[config.mk]
export PLATFORM = sky130hd
export DESIGN_NAME = dcache_data_ctrl_flat
export DESIGN_NICKNAME = d
export VERILOG_FILES = /design/src/rtl/dcache_pkg.sv /design/src/rtl/dcache_data_ctrl_if.sv /design/src/rtl/dcache_line_counter.sv /design/src/rtl/dcache_data_ctrl.sv /design/src/flat_wrapper.sv
export SDC_FILE = /design/constraint.sdc
export NUM_CORES = 1
export LEC_CHECK = 0
export CAP_MARGIN = 20
export CORE_AREA = 3 3 140 142
export DETAILED_ROUTE_END_ITERATION = 10
export DIE_AREA = 0 0 143 145
export GPL_ROUTABILITY_DRIVEN = 0
export GPL_TIMING_DRIVEN = 1
export HOLD_SLACK_MARGIN = 0.06
export SYNTH_ARGS = -nofsm -noshare
export SYNTH_HDL_FRONTEND = slang
export SYNTH_SLANG_ARGS = --single-unit
[constraint.sdc]
create_clock -name clk -period 1.7 [get_ports clk]
set_clock_uncertainty 0.15 [all_clocks]
set_input_delay 0.34 -clock clk [delete_from_list [all_inputs] [get_ports clk]]
set_output_delay 0.34 -clock clk [all_outputs]
set_load 0.02 [all_outputs]
[src/rtl/dcache_pkg.sv]
// Shared types and helpers for the L1 data-cache data-RAM sequencer.
package dcache_pkg;

  localparam int LINE_WORDS = 8;
  localparam int OFF_W      = $clog2(LINE_WORDS);

  typedef enum logic [1:0] {
    IDLE    = 2'd0,
    FILL    = 2'd1,
    WB_RD   = 2'd2,
    WB_HOLD = 2'd3
  } state_e;

  // One-hot way enable.
  function automatic logic [1:0] way_en(input logic way);
    return way ? 2'b10 : 2'b01;
  endfunction

  // Place 4 byte enables into the lane of the addressed way.
  function automatic logic [7:0] way_wen(input logic way, input logic [3:0] be);
    return way ? {be, 4'h0} : {4'h0, be};
  endfunction

endpackage

[src/rtl/dcache_data_ctrl_if.sv]
// Requester and data-RAM signals of the data-RAM sequencer.
interface dcache_data_ctrl_if #(
  parameter int ADDR_W = 12
) ();
  localparam int IDX_W = ADDR_W - dcache_pkg::OFF_W;

  // CPU lookups
  logic              cpu_req;
  logic [ADDR_W-1:0] cpu_addr;
  logic [3:0]        cpu_we;
  logic              cpu_way;
  logic [31:0]       cpu_wdata;
  logic              cpu_gnt;
  logic              cpu_rvalid;
  logic [31:0]       cpu_rdata0;
  logic [31:0]       cpu_rdata1;
  // line refill
  logic              fill_req;
  logic              fill_way;
  logic [IDX_W-1:0]  fill_index;
  logic              fill_valid;
  logic [31:0]       fill_data;
  logic              fill_ready;
  logic              fill_done;
  // victim writeback
  logic              wb_req;
  logic              wb_way;
  logic [IDX_W-1:0]  wb_index;
  logic              wb_valid;
  logic [31:0]       wb_data;
  logic              wb_ready;
  logic              wb_done;
  // data RAM
  logic [ADDR_W-1:0] ram_addr;
  logic [1:0]        ram_en;
  logic [7:0]        ram_wen;
  logic [31:0]       ram_w0;
  logic [31:0]       ram_w1;
  logic [31:0]       ram_r0;
  logic [31:0]       ram_r1;

  modport slave (
    input  cpu_req, cpu_addr, cpu_we, cpu_way, cpu_wdata,
    output cpu_gnt, cpu_rvalid, cpu_rdata0, cpu_rdata1,
    input  fill_req, fill_way, fill_index, fill_valid, fill_data,
    output fill_ready, fill_done,
    input  wb_req, wb_way, wb_index, wb_ready,
    output wb_valid, wb_data, wb_done,
    output ram_addr, ram_en, ram_wen, ram_w0, ram_w1,
    input  ram_r0, ram_r1
  );

  modport master (
    output cpu_req, cpu_addr, cpu_we, cpu_way, cpu_wdata,
    input  cpu_gnt, cpu_rvalid, cpu_rdata0, cpu_rdata1,
    output fill_req, fill_way, fill_index, fill_valid, fill_data,
    input  fill_ready, fill_done,
    output wb_req, wb_way, wb_index, wb_ready,
    input  wb_valid, wb_data, wb_done,
    input  ram_addr, ram_en, ram_wen, ram_w0, ram_w1,
    output ram_r0, ram_r1
  );
endinterface

[src/rtl/dcache_line_counter.sv]
// Beat counter within a cache line, shared by refill and writeback.
module dcache_line_counter
  import dcache_pkg::*;
(
  input  logic             clk,
  input  logic             rst,
  input  logic             clr,
  input  logic             inc,
  output logic [OFF_W-1:0] cnt,
  output logic             last
);

  // Clear wins over increment; the counter wraps naturally after the last beat.
  always_ff @(posedge clk or negedge rst) begin
    if (!rst)     cnt <= '0;
    else if (clr) cnt <= '0;
    else if (inc) cnt <= cnt + 1'b1;
  end

  assign last = (cnt == OFF_W'(LINE_WORDS - 1));

endmodule

[src/rtl/dcache_data_ctrl.sv]
// Arbiter/sequencer for the two-way data RAM: writeback > refill > CPU.
module dcache_data_ctrl
  import dcache_pkg::*;
#(
  parameter int ADDR_W = 12
) (
  input  logic               clk,
  input  logic               rst,
  dcache_data_ctrl_if.slave  bus
);

  state_e            state, state_d;
  logic [OFF_W-1:0]  cnt;
  logic              last, cnt_clr, cnt_inc;
  logic              cpu_gnt, fill_ready;
  logic [ADDR_W-1:0] ram_addr;
  logic [1:0]        ram_en;
  logic [7:0]        ram_wen;
  logic              cpu_rvalid, fill_done, wb_done, wb_valid;
  logic              wb_first;
  logic [31:0]       wb_q, wb_sel;

  dcache_line_counter u_cnt (
    .clk  (clk),
    .rst  (rst),
    .clr  (cnt_clr),
    .inc  (cnt_inc),
    .cnt  (cnt),
    .last (last)
  );

  // Next state plus the single RAM port mux; nothing is enabled by default.
  always_comb begin
    state_d    = state;
    cnt_clr    = 1'b0;
    cnt_inc    = 1'b0;
    cpu_gnt    = 1'b0;
    fill_ready = 1'b0;
    ram_addr   = bus.cpu_addr;
    ram_en     = 2'b00;
    ram_wen    = 8'h00;
    unique case (state)
      IDLE: begin
        if (bus.wb_req) begin
          state_d = WB_RD;
          cnt_clr = 1'b1;
        end else if (bus.fill_req) begin
          state_d = FILL;
          cnt_clr = 1'b1;
        end else if (bus.cpu_req) begin
          cpu_gnt = 1'b1;
          if (bus.cpu_we == 4'h0) begin
            ram_en = 2'b11;
          end else begin
            ram_en  = way_en(bus.cpu_way);
            ram_wen = way_wen(bus.cpu_way, bus.cpu_we);
          end
        end
      end
      FILL: begin
        fill_ready = 1'b1;
        ram_addr   = {bus.fill_index, cnt};
        if (bus.fill_valid) begin
          ram_en  = way_en(bus.fill_way);
          ram_wen = way_wen(bus.fill_way, 4'hF);
          cnt_inc = 1'b1;
          if (last) state_d = IDLE;
        end
      end
      WB_RD: begin
        ram_addr = {bus.wb_index, cnt};
        ram_en   = way_en(bus.wb_way);
        state_d  = WB_HOLD;
      end
      WB_HOLD: begin
        if (bus.wb_ready) begin
          if (last) begin
            state_d = IDLE;
          end else begin
            cnt_inc = 1'b1;
            state_d = WB_RD;
          end
        end
      end
      default: state_d = IDLE;
    endcase
  end

  // State register; reset aborts any line operation in flight.
  always_ff @(posedge clk or negedge rst) begin
    if (!rst) state <= IDLE;
    else      state <= state_d;
  end

  // Registered status pulses and the writeback beat holding register.
  always_ff @(posedge clk or negedge rst) begin
    if (!rst) begin
      cpu_rvalid <= 1'b0;
      fill_done  <= 1'b0;
      wb_done    <= 1'b0;
      wb_valid   <= 1'b0;
      wb_first   <= 1'b0;
      wb_q       <= '0;
    end else begin
      cpu_rvalid <= cpu_gnt & (bus.cpu_we == 4'h0);
      fill_done  <= (state == FILL) & bus.fill_valid & last;
      wb_done    <= (state == WB_HOLD) & bus.wb_ready & last;
      wb_valid   <= (state_d == WB_HOLD);
      wb_first   <= (state == WB_RD);
      if (wb_first) wb_q <= wb_sel;
    end
  end

  // The RAM word lands in the first hold cycle; after that the captured copy
  // keeps the beat stable no matter what the RAM output does.
  assign wb_sel = bus.wb_way ? bus.ram_r1 : bus.ram_r0;

  assign bus.wb_data    = wb_first ? wb_sel : wb_q;
  assign bus.wb_valid   = wb_valid;
  assign bus.wb_done    = wb_done;
  assign bus.cpu_gnt    = cpu_gnt;
  assign bus.cpu_rvalid = cpu_rvalid;
  assign bus.cpu_rdata0 = bus.ram_r0;
  assign bus.cpu_rdata1 = bus.ram_r1;
  assign bus.fill_ready = fill_ready;
  assign bus.fill_done  = fill_done;
  assign bus.ram_addr   = ram_addr;
  assign bus.ram_en     = ram_en;
  assign bus.ram_wen    = ram_wen;
  assign bus.ram_w0     = (state == FILL) ? bus.fill_data : bus.cpu_wdata;
  assign bus.ram_w1     = (state == FILL) ? bus.fill_data : bus.cpu_wdata;

endmodule
[src/flat_wrapper.sv]
// flat-port wrapper written by rule: the top's interface ports become plain ports
module dcache_data_ctrl_flat import dcache_pkg::*;
#(
  parameter int ADDR_W = 12
)
  (clk, rst, bus_cpu_req, bus_cpu_addr, bus_cpu_we, bus_cpu_way, bus_cpu_wdata, bus_cpu_gnt, bus_cpu_rvalid, bus_cpu_rdata0, bus_cpu_rdata1, bus_fill_req, bus_fill_way, bus_fill_index, bus_fill_valid, bus_fill_data, bus_fill_ready, bus_fill_done, bus_wb_req, bus_wb_way, bus_wb_index, bus_wb_ready, bus_wb_valid, bus_wb_data, bus_wb_done, bus_ram_addr, bus_ram_en, bus_ram_wen, bus_ram_w0, bus_ram_w1, bus_ram_r0, bus_ram_r1);
  dcache_data_ctrl_if #(.ADDR_W(ADDR_W)) bus_i ();
  input  logic clk;
  input  logic rst;
  input wire logic [$bits(bus_i.cpu_req)-1:0] bus_cpu_req;
  input wire logic [$bits(bus_i.cpu_addr)-1:0] bus_cpu_addr;
  input wire logic [$bits(bus_i.cpu_we)-1:0] bus_cpu_we;
  input wire logic [$bits(bus_i.cpu_way)-1:0] bus_cpu_way;
  input wire logic [$bits(bus_i.cpu_wdata)-1:0] bus_cpu_wdata;
  output wire logic [$bits(bus_i.cpu_gnt)-1:0] bus_cpu_gnt;
  output wire logic [$bits(bus_i.cpu_rvalid)-1:0] bus_cpu_rvalid;
  output wire logic [$bits(bus_i.cpu_rdata0)-1:0] bus_cpu_rdata0;
  output wire logic [$bits(bus_i.cpu_rdata1)-1:0] bus_cpu_rdata1;
  input wire logic [$bits(bus_i.fill_req)-1:0] bus_fill_req;
  input wire logic [$bits(bus_i.fill_way)-1:0] bus_fill_way;
  input wire logic [$bits(bus_i.fill_index)-1:0] bus_fill_index;
  input wire logic [$bits(bus_i.fill_valid)-1:0] bus_fill_valid;
  input wire logic [$bits(bus_i.fill_data)-1:0] bus_fill_data;
  output wire logic [$bits(bus_i.fill_ready)-1:0] bus_fill_ready;
  output wire logic [$bits(bus_i.fill_done)-1:0] bus_fill_done;
  input wire logic [$bits(bus_i.wb_req)-1:0] bus_wb_req;
  input wire logic [$bits(bus_i.wb_way)-1:0] bus_wb_way;
  input wire logic [$bits(bus_i.wb_index)-1:0] bus_wb_index;
  input wire logic [$bits(bus_i.wb_ready)-1:0] bus_wb_ready;
  output wire logic [$bits(bus_i.wb_valid)-1:0] bus_wb_valid;
  output wire logic [$bits(bus_i.wb_data)-1:0] bus_wb_data;
  output wire logic [$bits(bus_i.wb_done)-1:0] bus_wb_done;
  output wire logic [$bits(bus_i.ram_addr)-1:0] bus_ram_addr;
  output wire logic [$bits(bus_i.ram_en)-1:0] bus_ram_en;
  output wire logic [$bits(bus_i.ram_wen)-1:0] bus_ram_wen;
  output wire logic [$bits(bus_i.ram_w0)-1:0] bus_ram_w0;
  output wire logic [$bits(bus_i.ram_w1)-1:0] bus_ram_w1;
  input wire logic [$bits(bus_i.ram_r0)-1:0] bus_ram_r0;
  input wire logic [$bits(bus_i.ram_r1)-1:0] bus_ram_r1;
  assign bus_i.cpu_req = bus_cpu_req;
  assign bus_i.cpu_addr = bus_cpu_addr;
  assign bus_i.cpu_we = bus_cpu_we;
  assign bus_i.cpu_way = bus_cpu_way;
  assign bus_i.cpu_wdata = bus_cpu_wdata;
  assign bus_cpu_gnt = bus_i.cpu_gnt;
  assign bus_cpu_rvalid = bus_i.cpu_rvalid;
  assign bus_cpu_rdata0 = bus_i.cpu_rdata0;
  assign bus_cpu_rdata1 = bus_i.cpu_rdata1;
  assign bus_i.fill_req = bus_fill_req;
  assign bus_i.fill_way = bus_fill_way;
  assign bus_i.fill_index = bus_fill_index;
  assign bus_i.fill_valid = bus_fill_valid;
  assign bus_i.fill_data = bus_fill_data;
  assign bus_fill_ready = bus_i.fill_ready;
  assign bus_fill_done = bus_i.fill_done;
  assign bus_i.wb_req = bus_wb_req;
  assign bus_i.wb_way = bus_wb_way;
  assign bus_i.wb_index = bus_wb_index;
  assign bus_i.wb_ready = bus_wb_ready;
  assign bus_wb_valid = bus_i.wb_valid;
  assign bus_wb_data = bus_i.wb_data;
  assign bus_wb_done = bus_i.wb_done;
  assign bus_ram_addr = bus_i.ram_addr;
  assign bus_ram_en = bus_i.ram_en;
  assign bus_ram_wen = bus_i.ram_wen;
  assign bus_ram_w0 = bus_i.ram_w0;
  assign bus_ram_w1 = bus_i.ram_w1;
  assign bus_i.ram_r0 = bus_ram_r0;
  assign bus_i.ram_r1 = bus_ram_r1;
  dcache_data_ctrl #(.ADDR_W(ADDR_W)) u_core (.clk(clk), .rst(rst), .bus(bus_i));
endmodule
==> flow_metrics.tcl, run 1 <==
set metrics [dict create \
    status "complete, but fails checks" \
    violations "negative setup slack" \
    p_leak_uw 0.00404 \
    die_width_um 143 \
    slowest_delay_ps 440 \
    finalInstanceArea_um2 9010 \
    holdWs_ps 386 \
    grt_first_pass_wirelength_um 23500 \
    dr_total_vias 4130 \
    maxCapViolCount 0 \
    wl_per_cell_um 16.8 \
    crit_path_top_delay_cell "dfrtp_2" \
    p_comb_frac 0.819 \
    clkPwrFrac 0.063 \
    period_share 1.33 \
    num_rows 50 \
    area_growth_pct 159 \
    clock_latency_ps 280 \
    final_common_cell "clkdlybuf4s50_1" \
    fmax_mhz 442 \
    synthesis.nets 560 \
    clockRootBuffer "clkbuf_16" \
    timing.critical_path.from_type "flip-flop" \
    grt_max_degree 23 \
    synth.distinct_cells 33 \
    ys_ff_latch 42 \
    post-dp-hpwl_um 12300 \
    ios 360 \
    finish.net_count 934 \
    portBuffers 359 \
    drt_wl_total_um 16600 \
    cp_common_cell "buf_6" \
    power_density_nw_per_um2 1690 \
    instances_no_fill 991 \
    synth_warnings 0 \
    syn_inst 382 \
    final_cell_mix "clkdlybuf4s50_1 (165), buf_6 (126), buf_4 (83)" \
    drive_gt1_frac 0.547 \
    tightest_slew_ps 517 \
    final.setup.tns_ps -52470 \
    maxSlewViolCount 0 \
    cp_cell_sequence "buf_6 -> ha_4 -> buf_12 -> buf_16 -> mux2_4 -> buf_6" \
    hold_path_class "flip-flop to flip-flop" \
    ant_nets 0 \
    synthSimpleGateAreaFrac 0.0859 \
    muxShareOfSynthArea 0.201 \
    drt_iter0_drc 87 \
    die_y_um 145 \
    drtPass1Iterations 4 \
    synthesis.area_um2 3480 \
    hold_violations 0 \
    pre_cts_slack_ps -908 \
    cts_tree "done" \
    finalSetupViolCount 124 \
    placed_cell_area_um2 7460 \
    cts_buffer_depth 2 \
    synth-compound-area-share 0.135 \
    die_area_um2 20700 \
    yosysSeqAreaShare 0.302 \
    period_needed_ps 2260 \
    endpoint_kind "output port" \
    dp_cells 942 \
    path_buf_inv 4 \
    setup_ws_ps -564 \
    rsz0062_at_grt "yes" \
    h-tree-depth 2 \
    p_int_uw 8790 \
    cts_made_buffers 5 \
    ir_drop_uv 1490 \
    start_util 0.187 \
    drcViolationCount 0 \
    n_antenna_cell 0 \
    path_class "flip-flop to output port" \
    path_delay_family "buffers and inverters" \
    required_ps 1210 \
    synth_xor_area_frac 0 \
    p_sw_uw 6480 \
    grt_overflow_total 0 \
    grt_antenna_before_repair 0 \
    fill_cells 1667 \
    arrival_ps 1770 \
    viasPerCell 4.17 \
    cts.sinks 42 \
    grt_pass1_vias 4274 \
    synth_fa_ha_area_frac 0.0216 \
    syn_avg_cell_area_um2 9.11 \
    timing.slew.headroom 0.656 \
    sw_frac_of_total 0.424 \
    pwr-share-seq 0.117 \
    synth_top_family_by_area "buffers and inverters" \
    core_um2 18600 \
    crit_fanout 8 \
    clk_pin_slew_ps 60 \
    grtUsageTotal 0.141 \
]
==> layout make-up <==
cell class / count / area, µm² / share of cell area
timing repair buffer: 482 / 4980 / 0.553
sequential: 42 / 1050 / 0.117
multi-input combinational: 217 / 2500 / 0.278
tap: 234 / 293 / 0.0325
clock buffer: 6 / 139 / 0.0154
clock inverter: 2 / 12.5 / 0.00139
inverter: 8 / 30.0 / 0.00333
==> final timing paths <==
check	startpoint	endpoint	slack [ps]	cells past startpoint
hold / removal	u_core.wb_q[9]	u_core.wb_q[9]	390	2
min in group asynchronous	rst	u_core.wb_q[9]	420	2
setup / recovery	u_core.state[0]	bus_ram_w0[13]	-560	6
max in group asynchronous	rst	u_core.state[0]	460	3
hold reg to reg	u_core.wb_q[9]	u_core.wb_q[9]	390	2
setup reg to reg	u_core.state[0]	u_core.bus.wb_valid	-100	8
==> metal layers <==
metal,global-route usage,share of wire,vias to the layer above
li1,-,-,1970
met1,0.156,0.35,1932
met2,0.267,0.56,208
met3,0.0287,0.076,20
met4,0.0380,0.017,0
met5,0,0,-
==> synth_stat cells <==
master | count | area share
a21boi_0 | 1 | 0.0022
a21o_1 | 8 | 0.017
a21oi_1 | 46 | 0.066
a22oi_1 | 10 | 0.022
a31oi_1 | 2 | 0.0036
and2_2 | 1 | 0.0022
and2_4 | 2 | 0.0050
and3_1 | 4 | 0.0072
and3b_1 | 1 | 0.0025
and4bb_4 | 1 | 0.0047
buf_1 | 1 | 0.0011
buf_2 | 7 | 0.010
buf_4 | 98 | 0.21
buf_6 | 6 | 0.019
clkbuf_1 | 3 | 0.0032
dfrtp_1 | 42 | 0.30
ha_1 | 6 | 0.022
inv_1 | 8 | 0.0086
mux2_2 | 32 | 0.10
mux2i_1 | 34 | 0.098
nand2_1 | 9 | 0.0097
nand3b_1 | 1 | 0.0022
nand4b_1 | 1 | 0.0025
nor2_1 | 43 | 0.046
nor2b_1 | 1 | 0.0018
nor4_1 | 1 | 0.0018
o211a_1 | 1 | 0.0029
o21a_1 | 1 | 0.0022
o21ai_0 | 5 | 0.0072
o21ai_1 | 1 | 0.0014
o21bai_1 | 1 | 0.0022
o22ai_1 | 3 | 0.0054
o41a_1 | 1 | 0.0032
==> power by group through the flow <==
| stage | registers, µW | logic (µW) | clock network (µW) |
|---|---|---|---|
| after floorplan | 1590 | 5120 | 0 |
| after global placement | 1600 | 9090 | 0 |
| after detailed placement | 1610 | 9150 | 0 |
| after CTS | 1620 | 10300 | 1020 |
| after global routing | 1830 | 13200 | 1050 |
| final | 1790 | 12500 | 967 |
==> state kept, by name, summed over array words and instances (netlist names) <==
register	count
u_core.wb_q	32
u_core.u_cnt.cnt	3
u_core.state	2
u_core.bus.cpu_rvalid	1
u_core.bus.fill_done	1
u_core.bus.wb_done	1
u_core.bus.wb_valid	1
u_core.wb_first	1
==> metrics by stage <==
stage	util	total power (µW)
finish	0.485	15300
global placement	0.401	10700
CTS	0.429	13000
detailed placement	0.401	10800
floorplan	-	6700
global route	0.485	16100
==> worst reg2reg max path, cell delays in order (launching register included) <==
cell and delay, ps:
dfrtp_2 440, buf_6 130, ha_4 170, buf_6 130
buf_4 130, buf_6 120, a21boi_4 140, o21ai_2 160
a31oi_1 110
==> cells by family after synthesis <==
group           Yosys count
buf+inv                 123
compound gates           80
mux                      66
simple gates             65
flops                    42
fa+ha+maj                 6
==> repair_timing <==
item | in CTS | in global routing
setup buffers | 12 | 18
gates cloned | 5 | 8
hold endpoints to repair | 20 | 0
endpoints found under the setup margin | 194 | 139
pin swaps | 16 | 29
gates resized for setup | 800 | 209
hold buffers | 1 | 0
Power figures use the tool's default switching activity.
==> inputs of run 2 (changes only) <==
--- a/config.mk
+++ b/config.mk
@@ -6,9 +6,9 @@
 export NUM_CORES = 1
 export LEC_CHECK = 0
 export CAP_MARGIN = 20
-export CORE_AREA = 3 3 140 142
+export CORE_AREA = 3 3 137 139
 export DETAILED_ROUTE_END_ITERATION = 10
-export DIE_AREA = 0 0 143 145
+export DIE_AREA = 0 0 140 142
 export GPL_ROUTABILITY_DRIVEN = 0
 export GPL_TIMING_DRIVEN = 1
 export HOLD_SLACK_MARGIN = 0.06
==> constraint.sdc (replaced) <==
create_clock -name clk -period 2.6 [get_ports clk]
set_clock_uncertainty 0.15 [all_clocks]
set_input_delay 0.52 -clock clk [delete_from_list [all_inputs] [get_ports clk]]
set_output_delay 0.52 -clock clk [all_outputs]
set_load 0.02 [all_outputs]
==> flow_metrics.tcl, run 2 (synthesized netlist as in run 1, its figures left out) <==
set metrics [dict create \
    status "finished clean" \
    grt_pass1_vias 3904 \
    critPathCapture "bus_ram_w1[17]" \
    cp_cell_sequence "buf_4 -> ha_4 -> buf_12 -> mux2_2 -> dlygate4sd2_1" \
    power_density_nw_per_um2 934 \
    die_width_um 140 \
    timing.critical_path.from_type "flip-flop" \
    hold_violations 0 \
    n_antenna_cell 0 \
    power_uw 6490 \
    cts_made_buffers 5 \
    ant_nets 0 \
    hold_path_class "flip-flop to flip-flop" \
    grt_first_pass_wirelength_um 21900 \
    cts_buffer_depth 2 \
    drcViolationCount 0 \
    p_leak_uw 0.00313 \
    largest_register_ffs 32 \
    final_cell_mix "clkdlybuf4s50_1 (238), dlygate4sd2_1 (75), a21oi_1 (45)" \
    cts.sinks 42 \
    tightest_slew_ps 363 \
    start_util 0.196 \
    die_area_um2 19900 \
    slowest_delay_ps 380 \
    grt_overflow_total 0 \
    finalInstanceArea_um2 6940 \
    post-dp-hpwl_um 12900 \
    portBuffers 359 \
    drt_wl_total_um 15000 \
    fmax_mhz 394 \
    clock_latency_ps 280 \
    clk_pin_slew_ps 60 \
    h-tree-depth 2 \
    arrival_ps 1870 \
    wl_per_cell_um 16.6 \
    grtUsageTotal 0.138 \
    ir_drop_uv 492 \
    die_y_um 142 \
    drtPass1Iterations 4 \
    ios 360 \
    largest_register "u_core.wb_q" \
    period_needed_ps 2540 \
    r2r_end "u_core.bus.wb_valid" \
    cts_tree "done" \
    r2r_start "u_core.state[0]" \
    drive_gt1_frac 0.175 \
    drt_iter0_drc 79 \
    top_regs "u_core.wb_q x32, u_core.u_cnt.cnt x3, u_core.state x2" \
    required_ps 1930 \
    period_share 0.977 \
    num_rows 49 \
    endpoint_kind "output port" \
    finish.net_count 854 \
    crit_fanout 13 \
    clockRootBuffer "clkbuf_16" \
    timing.slew.headroom 0.756 \
    r2r_cells 6 \
    crit_start "u_core.state[0]" \
    area_growth_pct 99.5 \
    placed_cell_area_um2 6850 \
    finalSetupViolCount 0 \
    maxCapViolCount 0 \
    maxSlewViolCount 0 \
    grt_antenna_before_repair 0 \
    viasPerCell 4.17 \
    path_class "flip-flop to output port" \
    crit_path_top_delay_cell "dfrtp_1" \
    final_common_cell "clkdlybuf4s50_1" \
    grt_max_degree 65 \
    rrSetupSlack_ps 830 \
    rsz0062_at_grt "yes" \
    dr_total_vias 3773 \
    core_um2 17800 \
]
==> run 2: changes by cell type in the layout (fill, tap and decap cells not counted), moves of 10 or more <==
| cell | delta |
|---|---|
| a21oi_1 | +42 |
| a21oi_2 | -10 |
| a21oi_4 | -32 |
| buf_4 | -47 |
| buf_6 | -126 |
| clkdlybuf4s50_1 | +73 |
| dlygate4sd2_1 | +25 |
| mux2_2 | +31 |
| mux2_4 | -31 |
| nor2_1 | +32 |
| nor2_4 | -27 |
==> run 2: critical path: cells and delay by family, from the launching register on <==
| kind | cells | cell delay [ps] |
|---|---|---|
| DFF | 1 | 380 |
| buffers and inverters | 3 | 640 |
| muxes | 1 | 370 |
| adders and majority gates | 1 | 200 |
==> run 2: where the power goes <==
part | switching (µW) | leakage [µW] | internal (µW) | total, µW
Combinational | 2670 | 0.00257 | 2080 | 4740
Sequential | 91.1 | 0.000477 | 940 | 1030
Clock | 237 | 0.0000829 | 474 | 710
==> run 2: layer usage <==
| metal | wire length [µm] | track usage | vias to the layer above |
|---|---|---|---|
| met2 | 8160 | 0.276 | 235 |
| met4 | 275 | 0.0388 | 0 |
| met3 | 1650 | 0.0487 | 11 |
| met5 | 0 | 0 | - |
| met1 | 4940 | 0.134 | 1712 |
| li1 | - | - | 1815 |
==> run 2: how the worst min path moves through the flow <==
stage	start	endpoint	slack, ps	depth (start not counted)
2_1_floorplan	rst	u_core.bus.cpu_rvalid	70	0
3_5_place_dp	u_core.wb_q[25]	u_core.wb_q[25]	380	2
4_1_cts	rst	u_core.wb_q[17]	290	1
5_1_grt	u_core.wb_q[29]	u_core.wb_q[29]	400	2
6_report	u_core.wb_q[3]	u_core.wb_q[3]	380	2
3_3_place_gp	u_core.wb_q[3]	u_core.wb_q[3]	370	2
==> run 2: cell type report <==
type	count	area, µm²
Tap cell	229	287
Sequential cell	42	1050
Fill cell	1773	10800
Clock buffer	6	139
Timing Repair Buffer	402	3820
Inverter	8	30.0
Multi-Input combinational cell	217	1590
Clock inverter	1	30.0
==> run 2: per-stage QoR <==
step | TNS (ps) | hold slack (ps) | std cells | util | setup slack (ps)
final | 0 | 383 | 905 | 0.391 | 60.1
after global routing | 0 | 402 | 905 | 0.391 | 1.96
after CTS | 0 | 288 | 902 | 0.388 | 4.28
after detailed placement | -4330 | 378 | 894 | 0.385 | -393
after global placement | -3480 | 370 | 894 | 0.385 | -385
after floorplan | 0 | 74.4 | 382 | - | 236
==> run 2: timing repair <==
action | in CTS | in global routing
buffers inserted | 1 | 0
gates resized for setup | 144 | 52
hold buffers | 0 | 1
hold endpoints to repair | 0 | 3
endpoints found under the setup margin | 111 | 80
cloned | 0 | 1
pin swaps | 1 | 0
